<file path="src/rtl/multicycle_control.sv">
// multicycle_control: Moore FSM plus ALU and immediate decode for the
// multicycle RV32I datapath. Sequences fetch/decode/execute/memory/writeback
// and drives every datapath enable and mux select.
// Optional feature: define MC_CTRL_MEM_WAIT_EN to make FETCH, MEMREAD and
// MEMWRITE stall on mem_ready; without it mem_ready is ignored.
// ALUCTRL_W must be >= 3; at >= 4 sra gets its own code (8).
module multicycle_control #(
  parameter int ALUCTRL_W = 3
) (
  input  logic                 clk,
  input  logic                 rst_n,
  input  logic [6:0]           op,
  input  logic [2:0]           funct3,
  input  logic                 funct7b5,
  input  logic                 zero,
  input  logic                 mem_ready,
  output logic                 PCWrite,
  output logic                 AdrSrc,
  output logic                 IRWrite,
  output logic                 MemWrite,
  output logic                 RegWrite,
  output logic [1:0]           ResultSrc,
  output logic [1:0]           ALUSrcA,
  output logic [1:0]           ALUSrcB,
  output logic [2:0]           ImmSrc,
  output logic [ALUCTRL_W-1:0] ALUControl,
  output logic                 instr_done,
  output logic                 illegal_op
);

  localparam logic [6:0] OP_LOAD   = 7'b0000011;
  localparam logic [6:0] OP_STORE  = 7'b0100011;
  localparam logic [6:0] OP_RTYPE  = 7'b0110011;
  localparam logic [6:0] OP_ITYPE  = 7'b0010011;
  localparam logic [6:0] OP_BRANCH = 7'b1100011;
  localparam logic [6:0] OP_JAL    = 7'b1101111;
  localparam logic [6:0] OP_LUI    = 7'b0110111;

  typedef enum logic [3:0] {
    FETCH    = 4'd0,
    DECODE   = 4'd1,
    MEMADR   = 4'd2,
    MEMREAD  = 4'd3,
    MEMWB    = 4'd4,
    MEMWRITE = 4'd5,
    EXECR    = 4'd6,
    EXECI    = 4'd7,
    ALUWB    = 4'd8,
    BRANCH   = 4'd9,
    JAL      = 4'd10,
    LUI      = 4'd11
  } state_t;

  state_t     state;
  state_t     next_state;
  logic       mem_ok;
  logic       legal_op;
  logic       pcupdate;
  logic       branch;
  logic [1:0] aluop;
  logic       irwrite_s;
  logic       memwrite_s;
  logic       regwrite_s;
  logic       retire_state;
  logic [3:0] alu_code;

`ifdef MC_CTRL_MEM_WAIT_EN
  assign mem_ok = mem_ready;
`else
  // Memory always completes in one cycle; the handshake input is a no-op.
  logic unused_mem_ready;
  assign unused_mem_ready = mem_ready;
  assign mem_ok           = 1'b1;
`endif

  assign legal_op = (op == OP_LOAD) || (op == OP_STORE) || (op == OP_RTYPE) ||
                    (op == OP_ITYPE) || (op == OP_BRANCH) || (op == OP_JAL) ||
                    (op == OP_LUI);

  // State register; reset drops the FSM straight back to FETCH.
  always_ff @(posedge clk or negedge rst_n) begin
    if (!rst_n) state <= FETCH;
    else        state <= next_state;
  end

  // Next-state decode; memory states hold while the access is outstanding.
  always_comb begin
    next_state = FETCH;
    case (state)
      FETCH:    next_state = mem_ok ? DECODE : FETCH;
      DECODE: begin
        case (op)
          OP_LOAD, OP_STORE: next_state = MEMADR;
          OP_RTYPE:          next_state = EXECR;
          OP_ITYPE:          next_state = EXECI;
          OP_BRANCH:         next_state = BRANCH;
          OP_JAL:            next_state = JAL;
          OP_LUI:            next_state = LUI;
          default:           next_state = FETCH;
        endcase
      end
      MEMADR:   next_state = op[5] ? MEMWRITE : MEMREAD;
      MEMREAD:  next_state = mem_ok ? MEMWB : MEMREAD;
      MEMWB:    next_state = FETCH;
      MEMWRITE: next_state = mem_ok ? FETCH : MEMWRITE;
      EXECR:    next_state = ALUWB;
      EXECI:    next_state = ALUWB;
      ALUWB:    next_state = FETCH;
      BRANCH:   next_state = FETCH;
      JAL:      next_state = ALUWB;
      LUI:      next_state = ALUWB;
      default:  next_state = FETCH;
    endcase
  end

  // Moore outputs per state; unlisted fields stay at zero.
  always_comb begin
    pcupdate   = 1'b0;
    branch     = 1'b0;
    aluop      = 2'b00;
    irwrite_s  = 1'b0;
    memwrite_s = 1'b0;
    regwrite_s = 1'b0;
    AdrSrc     = 1'b0;
    ResultSrc  = 2'b00;
    ALUSrcA    = 2'b00;
    ALUSrcB    = 2'b00;
    case (state)
      FETCH: begin
        irwrite_s = mem_ok;
        pcupdate  = mem_ok;
        ALUSrcB   = 2'b10;
        ResultSrc = 2'b10;
      end
      DECODE: begin
        // Precompute the branch target from OldPC + ImmExt.
        ALUSrcA = 2'b01;
        ALUSrcB = 2'b01;
      end
      MEMADR: begin
        ALUSrcA = 2'b10;
        ALUSrcB = 2'b01;
      end
      MEMREAD:  AdrSrc = 1'b1;
      MEMWB: begin
        ResultSrc  = 2'b01;
        regwrite_s = 1'b1;
      end
      MEMWRITE: begin
        AdrSrc     = 1'b1;
        memwrite_s = 1'b1;
      end
      EXECR: begin
        ALUSrcA = 2'b10;
        aluop   = 2'b10;
      end
      EXECI: begin
        ALUSrcA = 2'b10;
        ALUSrcB = 2'b01;
        aluop   = 2'b10;
      end
      ALUWB:    regwrite_s = 1'b1;
      BRANCH: begin
        ALUSrcA = 2'b10;
        aluop   = 2'b01;
        branch  = 1'b1;
      end
      JAL: begin
        ALUSrcA  = 2'b01;
        ALUSrcB  = 2'b10;
        pcupdate = 1'b1;
      end
      LUI: begin
        ALUSrcA = 2'b11;
        ALUSrcB = 2'b01;
      end
      default: ;
    endcase
  end

  // Immediate format depends only on the opcode.
  always_comb begin
    case (op)
      OP_STORE:  ImmSrc = 3'b001;
      OP_BRANCH: ImmSrc = 3'b010;
      OP_JAL:    ImmSrc = 3'b011;
      OP_LUI:    ImmSrc = 3'b100;
      default:   ImmSrc = 3'b000;
    endcase
  end

  // ALU operation decode; sra only has a distinct code when the bus can carry it.
  always_comb begin
    alu_code = 4'd0;
    case (aluop)
      2'b01: alu_code = 4'd1;
      2'b10: begin
        case (funct3)
          3'b000:  alu_code = (op[5] && funct7b5) ? 4'd1 : 4'd0;
          3'b001:  alu_code = 4'd6;
          3'b010:  alu_code = 4'd5;
          3'b100:  alu_code = 4'd4;
          3'b101:  alu_code = (funct7b5 && (ALUCTRL_W >= 4)) ? 4'd8 : 4'd7;
          3'b110:  alu_code = 4'd3;
          3'b111:  alu_code = 4'd2;
          default: alu_code = 4'd0;
        endcase
      end
      default: alu_code = 4'd0;
    endcase
  end

  assign ALUControl = ALUCTRL_W'(alu_code);

  // bne inverts the sense of the zero flag via funct3[0].
  assign retire_state = (state == MEMWB) || (state == MEMWRITE) ||
                        (state == ALUWB) || (state == BRANCH);
  assign PCWrite    = rst_n & (pcupdate | (branch & (zero ^ funct3[0])));
  assign IRWrite    = rst_n & irwrite_s;
  assign MemWrite   = rst_n & memwrite_s;
  assign RegWrite   = rst_n & regwrite_s;
  assign instr_done = rst_n & retire_state & (next_state == FETCH);
  assign illegal_op = rst_n & (state == DECODE) & ~legal_op;

endmodule

</file>
<file path="config.mk">
export PLATFORM = sky130hd
export DESIGN_NAME = multicycle_control
export DESIGN_NICKNAME = d
export VERILOG_FILES = /design/src/rtl/multicycle_control.sv
export SDC_FILE = /design/constraint.sdc
export NUM_CORES = 1
export LEC_CHECK = 0
export ABC_AREA = 0
export CORE_MARGIN = 3
export CORE_UTILIZATION = 42
export DETAILED_ROUTE_END_ITERATION = 8
export GPL_TIMING_DRIVEN = 0
export MAX_ROUTING_LAYER = met4
export PLACE_DENSITY_LB_ADDON = 0.1
export SYNTH_ARGS = -nofsm -noshare
export SYNTH_HDL_FRONTEND = slang
export SYNTH_SLANG_ARGS = --single-unit
</file>
<file path="constraint.sdc">
create_clock -name clk -period 4.7 [get_ports clk]
set_clock_uncertainty 0.2 [all_clocks]
set_input_delay 1.41 -clock clk [delete_from_list [all_inputs] [get_ports clk]]
set_output_delay 1.41 -clock clk [all_outputs]
set_load 0.03 [all_outputs]
</file>
[Word level (Yosys, flattened, before mapping)]
Cells that the tools add are included.
Word-level totals
  bits in registers: 4
  latch bits: 0
  memory bits (writable): 0
  bits in read-only memories: 0
  input port bits: 15
  output and inout port bits: 19
  logic and storage cells: 78
  memories kept: 0
Cells by class
  add/sub/neg operators: 0
  multipliers: 0
  divide/modulo/power cells: 0
  order comparisons: 0
  equal/unequal tests: 26
  shift operators: 0
  mux-type cells: 17
  bitwise operators: 12
  reduce and logical (&&, ||, !) cells: 22
Operator list (number)
  $pmux 4 s6: 1
  $eq 7x6->1 const B: 3
  $pmux 3 s7: 1
  $pmux 4 s5: 1
  $eq 4x3->1 const B: 4
  $eq 4x4->1 const B: 4
  $eq 7x7->1 const B: 2
  $eq 3x3->1 const B: 4
  $pmux 2 s2: 3
  $pmux 3 s4: 1
  $reduce_or 2->1: 6
  $reduce_or 4->1: 3
  $and 1x1->1: 9
  $logic_or 1x1->1: 9
  $eq 4x2->1 const B: 2
  $logic_not 4->1: 2
  $eq 7x2->1 const B: 1
  $eq 7x5->1 const B: 1
  $mux 1: 7
  $pmux 2 s3: 1
  $pmux 3 s2: 1
  $eq 4x1->1 const B: 1
  $eq 3x1->1 const B: 1
  $eq 3x2->1 const B: 1
  8 further kinds: 8

[Depth between registers and ports, before layout]
  depth in word-level cells: 9
  mapped depth: 7
  mapped depth without buffers: 6

[Least setup slack after synthesis]
OpenSTA, ideal clock, no wires.
  path kind: input -> output
  start point: input op[2]
  end point: output ImmSrc[0]
  arrival: 2618 ps
  data required time: 3090 ps
  slack: 472 ps
  cell stages on the path: 3
  buffers on the path: 1
  path through: buf_6 > or3_1 > a211oi_1
On the way
  word-level cells in the longest chain between the ends: 2
  elaborated cells on any way between the ends: 5
  classes of those cells: eq/ne (4); mux (1)
Ends and longest elaborated chain
  start, declared: RTL line 12  | input logic [6:0] op,
  $eq 7x6->1 / $eq 7x7->1 (equally long branches): RTL line 183  | case (op)
  $pmux 3 s4 *: RTL line 183
  end, declared: RTL line 25  | output logic [2:0] ImmSrc,
Mark *: on every way between the ends. The rest lies on a longest branch, timed or not.

[Final worst setup path]
  start point: input rst_n
  end point: output instr_done
On the way
  word-level cells in the longest chain between the ends: 2
Ends and longest elaborated chain
  start, declared: RTL line 11  | input logic rst_n,
  $and 1x1->1 (2 in a row): RTL line 222  | assign instr_done = rst_n & retire_state & (next_state == FETCH);
  end, declared: RTL line 27  | output logic instr_done,
No other way between the ends.

==> flow_metrics.env <==
export IMPL_status="finished clean"
export IMPL_number_of_flip_flops_under_the_largest_register_name=4
export IMPL_pin_count_of_the_biggest_net_entering_global_routing=11
export IMPL_post_layout_nonfiller_instances=138
export IMPL_layout_top_registers="state x4"
export IMPL_drc=0
export IMPL_number_of_global_route_vias_before_repair=681
export IMPL_setup_worst_path_start_class="input port"
export IMPL_routed_via_count=757
export IMPL_share_comb_of_total_power_pct=70.9
export IMPL_number_of_antenna_violations_at_the_first_check_in_global_routing=0
export IMPL_place_inst=135
export IMPL_post_route_util_pct=73.0
export IMPL_fmaxAchievable_ghz=0.217
export IMPL_place_gp_congestion=0.835
export IMPL_clock_tree_buffer_depth=2
export IMPL_placement_io_buffers=30
export IMPL_share_clk_of_total_power_pct=12.9
export IMPL_drive_gt1_share_pct=9.76
export IMPL_synth_edf_count=0
export IMPL_transition_at_the_pin_with_the_smallest_max_transition_slack_ps=487
export IMPL_via_per_inst=5.49
export IMPL_cts_root_buf="clkbuf_4"
export IMPL_sw_power_uw=146
export IMPL_ant_nets=0
export IMPL_wire_length_of_the_first_global_routing_pass_um=2800
export IMPL_period_utilization_pct=98.0
export IMPL_fp_dieW_um=45.5
export IMPL_ys_types=38
export IMPL_synth_area_per_cell_um2=7.30
export IMPL_r2r_worst_path_cells=5
export IMPL_postSynth_topFlopCell="dfrtp_1"
export IMPL_floorplan_initialDensity_pct=47.5
export IMPL_criticalPathCategory="in2out"
export IMPL_yosys_warnings=0
export IMPL_cts_tree="built"
export IMPL_totalNegativeSetupSlack_ps=0
export IMPL_cts_buffers_inserted=3
export IMPL_diodes=0
export IMPL_finalHoldViolations=0
export IMPL_clk_insertion_delay_late_ps=230
export IMPL_worst_hold_path_type="reg2reg"
export IMPL_place_detailed_hpwl_um=1320
export IMPL_setup_violations=0
export IMPL_rsz0062_at_grt="no"
export IMPL_worstPathRequired_ps=3090
export IMPL_leak_pwr_nw=0.508
export IMPL_clock_sink_count=4
export IMPL_timing_max_transition_violations_final=0
export IMPL_finish_net_count=142
export IMPL_holdPathStages=2
export IMPL_grt_overflow_total=0
export IMPL_syn_area_um2=657
export IMPL_flop_and_latch_count_out_of_synthesis=4
export IMPL_internal_power_uw=164
export IMPL_async_reset_ff_share_pct=100
export IMPL_synth_nets=107
export IMPL_power_sequential_fraction_pct=16.1
export IMPL_core_area_um2=1380
export IMPL_vdd_ir_drop_max_mv=0.350
export IMPL_grt_util_all_layers_pct=18.3
export IMPL_totalWireLength_um=1700
export IMPL_chipHeight_um=45.5
export IMPL_largest_register="state"
export IMPL_post_cts_setup_buffers=0
export IMPL_cts_max_level=1
export IMPL_timing_slew_headroom_pct=67.1
export IMPL_power_density_nw_per_um2=307
export IMPL_final_min_clock_period_ps=4610
export IMPL_die_area_um2=2070
export IMPL_routedWlPerCell_um=12.3
export IMPL_iteration_count_of_the_initial_detailed_routing_pass=4
export IMPL_timing_critical_path_to_type="output port"
export IMPL_clk_pin_slew_ps=40
export IMPL_critPathMaxFanout=9
export IMPL_syn2layout_area_growth_pct=53.7
export IMPL_rows=13
export IMPL_drv_cap=0
export IMPL_critical_path_arrival_ps=3000
export IMPL_top_level_ports=34
export IMPL_first_iter_violations=13
export IMPL_synth_seq_area_share_pct=15.2
export IMPL_post_synth_inst_count=90
export IMPL_net_switching_share_of_the_total_power_pct=47.2
-- power by group through the flow --
stage | Combinational, mW | Clock, mW | Sequential (mW)
6_report | 0.220 | 0.0401 | 0.0499
4_1_cts | 0.221 | 0.0421 | 0.0494
3_5_place_dp | 0.223 | 0 | 0.0499
5_1_grt | 0.236 | 0.0457 | 0.0512
3_3_place_gp | 0.219 | 0 | 0.0498
2_1_floorplan | 0.140 | 0 | 0.0466
-- metrics by stage --
| stage | setup slack [ps] | hold WS (ps) | total power, mW | area, um^2 |
|---|---|---|---|---|
| 2_1_floorplan | 472 | 409 | 0.186 | 657 |
| 3_3_place_gp | -216 | 489 | 0.269 | 976 |
| 3_5_place_dp | -229 | 499 | 0.273 | 976 |
| 4_1_cts | 2.32 | 507 | 0.313 | 992 |
| 5_1_grt | 21.1 | 552 | 0.333 | 1010 |
| 6_report | 93.4 | 512 | 0.310 | 1010 |
-- layout make-up --
| type | instances | area (um^2) |
|---|---|---|
| multi-input combinational | 73 | 495 |
| tap | 15 | 18.8 |
| clock buffer | 3 | 22.5 |
| buffer | 8 | 47.5 |
| inverter | 5 | 18.8 |
| sequential | 4 | 100 |
| fill | 121 | 373 |
| timing repair buffer | 30 | 307 |
-- path summary, 6_finish.rpt --
| path | startpoint | endpoint | slack, ps |
|---|---|---|---|
| worst min register to register | state[0] | state[2] | 510 |
| max in group asynchronous | rst_n | state[1] | 2790 |
| worst max-delay path | rst_n | instr_done | 90 |
| worst min-delay path | state[0] | state[2] | 510 |
| min in group asynchronous | rst_n | state[2] | 1260 |
| worst max register to register | state[2] | state[3] | 3020 |
-- cell usage in the layout (no fill, tap or decap), types with 3 or more instances in the layout --
cell and instances:
dfrtp_1 4, dlymetal6s2s_1 5, nor2b_1 5, nor3b_1 4
clkdlybuf4s50_1 20, nor3_1 4, o21ai_0 3, xor2_1 3
nor2_1 6, nand2_1 9, a21oi_1 6, inv_1 5
dlygate4sd2_1 5, clkbuf_4 3, clkbuf_1 4
-- cell usage after synthesis (all sizes together), types with 3 or more instances --
library cell / count / area (um^2)
nand2: 9 / 33.8
a21oi: 6 / 30.0
nor2: 6 / 22.5
nor3b: 6 / 50.1
inv: 5 / 18.8
nor2b: 5 / 31.3
buf: 4 / 32.5
clkbuf: 4 / 15.0
dfrtp: 4 / 100
nor3: 4 / 20.0
o21ai: 3 / 15.0
xor2: 3 / 26.3
-- timing repair --
item,CTS,global route
endpoints found under the setup margin,5,4
hold endpoints to repair,0,0
hold buffers,0,0
gates resized for setup,5,6
-- logic make-up after synthesis --
kind of cell / Yosys count / share of synthesized area, %
simple gates: 47 / 44.2
fa+ha+maj: 2 / 3.81
flops: 4 / 15.2
buf+inv: 13 / 10.1
xor+xnor: 5 / 6.67
compound gates: 17 / 16.8
mux: 2 / 3.24
-- critical path, stage by stage --
cell             delay, ps
clkdlybuf4s50_1        670
nand2_1                120
nor2_1                 120
clkdlybuf4s50_1        680
-- layer usage --
metal  GRT usage (%)  up-vias  part of all wire (%)
met5               -        -                     0
met4            4.68        0                     0
li1                -      389                     -
met1            22.6      344                    44
met2            30.1       24                    51
met3            3.56        0                   5.9
(Power assumes the default switching activity.)
==> patch (config.mk and constraints unchanged) <==
The 12 states of `state_t` get a Gray code encoding in 4 bits.
--- a/src/rtl/multicycle_control.sv
+++ b/src/rtl/multicycle_control.sv
@@ -37,18 +37,18 @@
   localparam logic [6:0] OP_LUI    = 7'b0110111;
 
   typedef enum logic [3:0] {
-    FETCH    = 4'd0,
-    DECODE   = 4'd1,
-    MEMADR   = 4'd2,
-    MEMREAD  = 4'd3,
-    MEMWB    = 4'd4,
-    MEMWRITE = 4'd5,
-    EXECR    = 4'd6,
-    EXECI    = 4'd7,
-    ALUWB    = 4'd8,
-    BRANCH   = 4'd9,
-    JAL      = 4'd10,
-    LUI      = 4'd11
+    FETCH    = 4'b0000,
+    DECODE   = 4'b0001,
+    MEMADR   = 4'b0011,
+    MEMREAD  = 4'b0010,
+    MEMWB    = 4'b0110,
+    MEMWRITE = 4'b0111,
+    EXECR    = 4'b0101,
+    EXECI    = 4'b0100,
+    ALUWB    = 4'b1100,
+    BRANCH   = 4'b1101,
+    JAL      = 4'b1111,
+    LUI      = 4'b1110
   } state_t;
 
   state_t     state;
Check against the original RTL: same outputs for any inputs over 10 cycles, from zero or initial values and one cycle with rst_n low; not proved beyond that.
==> patch against the unedited design <==
  * Worst setup slack better by 54 ps
  * Non-clock buffer count down 2
  * Power up 67%
  * Final area up 2.1%
  * Sequential cell count unchanged
  * Via count up 5.5%
  * Area after synthesis up 4.0%
  * Wire length up 3.5%
  * Critical path type unchanged
==> patch: results <==
[place]
place_hpwl_mm = 1.425
count_of_buffers_inserted_at_the_top_level_ports = 31
placed_cell_area_um2 = 1012
dp_slack_ps = -380.3
place.gp.congestion = 0.8333
placedCellCount = 139

[routing]
detail_route.wirelength_mm = 1.757
drt_first_iter_violations = 14
detail_route.first_pass.iterations = 4
vias_per_cell = 5.627
wire_per_inst_um = 12.37

[final_layout]
fillerInstances = 133
finish.net_count = 146
layout_top_registers = "state x4"
drive_above_1_share_pct = 15.75
insertedDiodeCount = 0

[worst_setup_path]
timing.critical_path.slowest_cell_delay_ps = 660
timing.critical_path.fanout_max = 6
critical_path_sink_type = "output pin"
arrival_ps = 2940

[synth]
yosys-top-cells-area = "sky130_fd_sc_hd__dfrtp_1 15%, sky130_fd_sc_hd__nand2_1 6.6%, sky130_fd_sc_hd__nand3_1 4.4%, sky130_fd_sc_hd__nor2_1 3.8%, sky130_fd_sc_hd__ha_1 3.7%"
synth_cells = 93
synthesis.nets = 110
post_synth_most_frequent_cells = "12 x sky130_fd_sc_hd__nand2_1, 7 x sky130_fd_sc_hd__nor2_1, 6 x sky130_fd_sc_hd__nand3_1"
synth-seq-area-share_pct = 14.65
ys_types = 39

[grt]
grt_antenna_before_repair = 0
grt_pass1_vias = 740
grt_first_pass_wirelength_mm = 3.036
track_usage_pct = 19.18
largest_net_degree_at_the_start_of_global_routing = 11

[cts]
cts_repair_resize_count = 13
cts_inserted_buffers = 3

[power_and_ir_drop]
power_leakage_nw = 0.4547
max-vdd-ir-drop_v = 0.0002944

[status]
outcome = "completed"

[timing]
worst_slew_pin_slew_ps = 345.0
[patch: changes by cell type after synthesis, sizes merged, moves of 3 or more]
cell	before	now
a21oi	6	2
nand3	2	6
clkbuf	4	1
nand2	9	12
nor3b	6	0
[patch: power by group]
| part | internal, W | total, W | switching (W) |
|---|---|---|---|
| clock | 0.0000286 | 0.0000425 | 0.0000139 |
| sequential | 0.0000478 | 0.0000566 | 0.00000878 |
| combinational | 0.000175 | 0.000417 | 0.000243 |
| total | 0.000251 | 0.000516 | 0.000265 |
[patch: path summary, 6_finish.rpt]
kind | start | endpoint | slack [ps] | cells after the start
max in group asynchronous | rst_n | state[3] | 3060 | 1
worst max-delay path | funct3[0] | PCWrite | 150 | 5
worst max register to register | state[2] | state[2] | 3110 | 5
worst min-delay path | state[3] | state[0] | 550 | 4
min in group asynchronous | rst_n | state[0] | 980 | 1
worst min register to register | state[3] | state[0] | 550 | 4
[patch: per-layer routing]
layer	part of all wire, %	up-vias	track usage (%)	wire length (µm)
met5	0	-	-	0
met4	1.9	0	5.114	33
met3	5.5	4	0.3906	97
met2	49	30	37.36	862
met1	43	357	20.75	763
li1	-	408	-	-
[patch: cell type report]
class	instances	area (µm²)	area share, %
clock buffer	3	22.52	2.184
tap	15	18.77	1.820
timing repair buffer	31	297.8	28.88
sequential	4	100.1	9.709
inverter	4	15.01	1.456
multi-input combinational	80	551.8	53.52
buffer	5	25.02	2.427
[patch: cells by family (layout without fill, tap and decap cells)]
group                    Yosys count  after routing  synth area share, %
AO/OA/AOI/OAI                     18             18                19.78
XOR/XNOR                           4              4                5.129
adder cells (fa/ha/maj)            2              2                3.662
buffers and inverters              9             43                5.860
flip-flops                         4              4                14.65
multiplexers                       4              4                6.227
AND/OR/NAND/NOR                   52             52                44.69
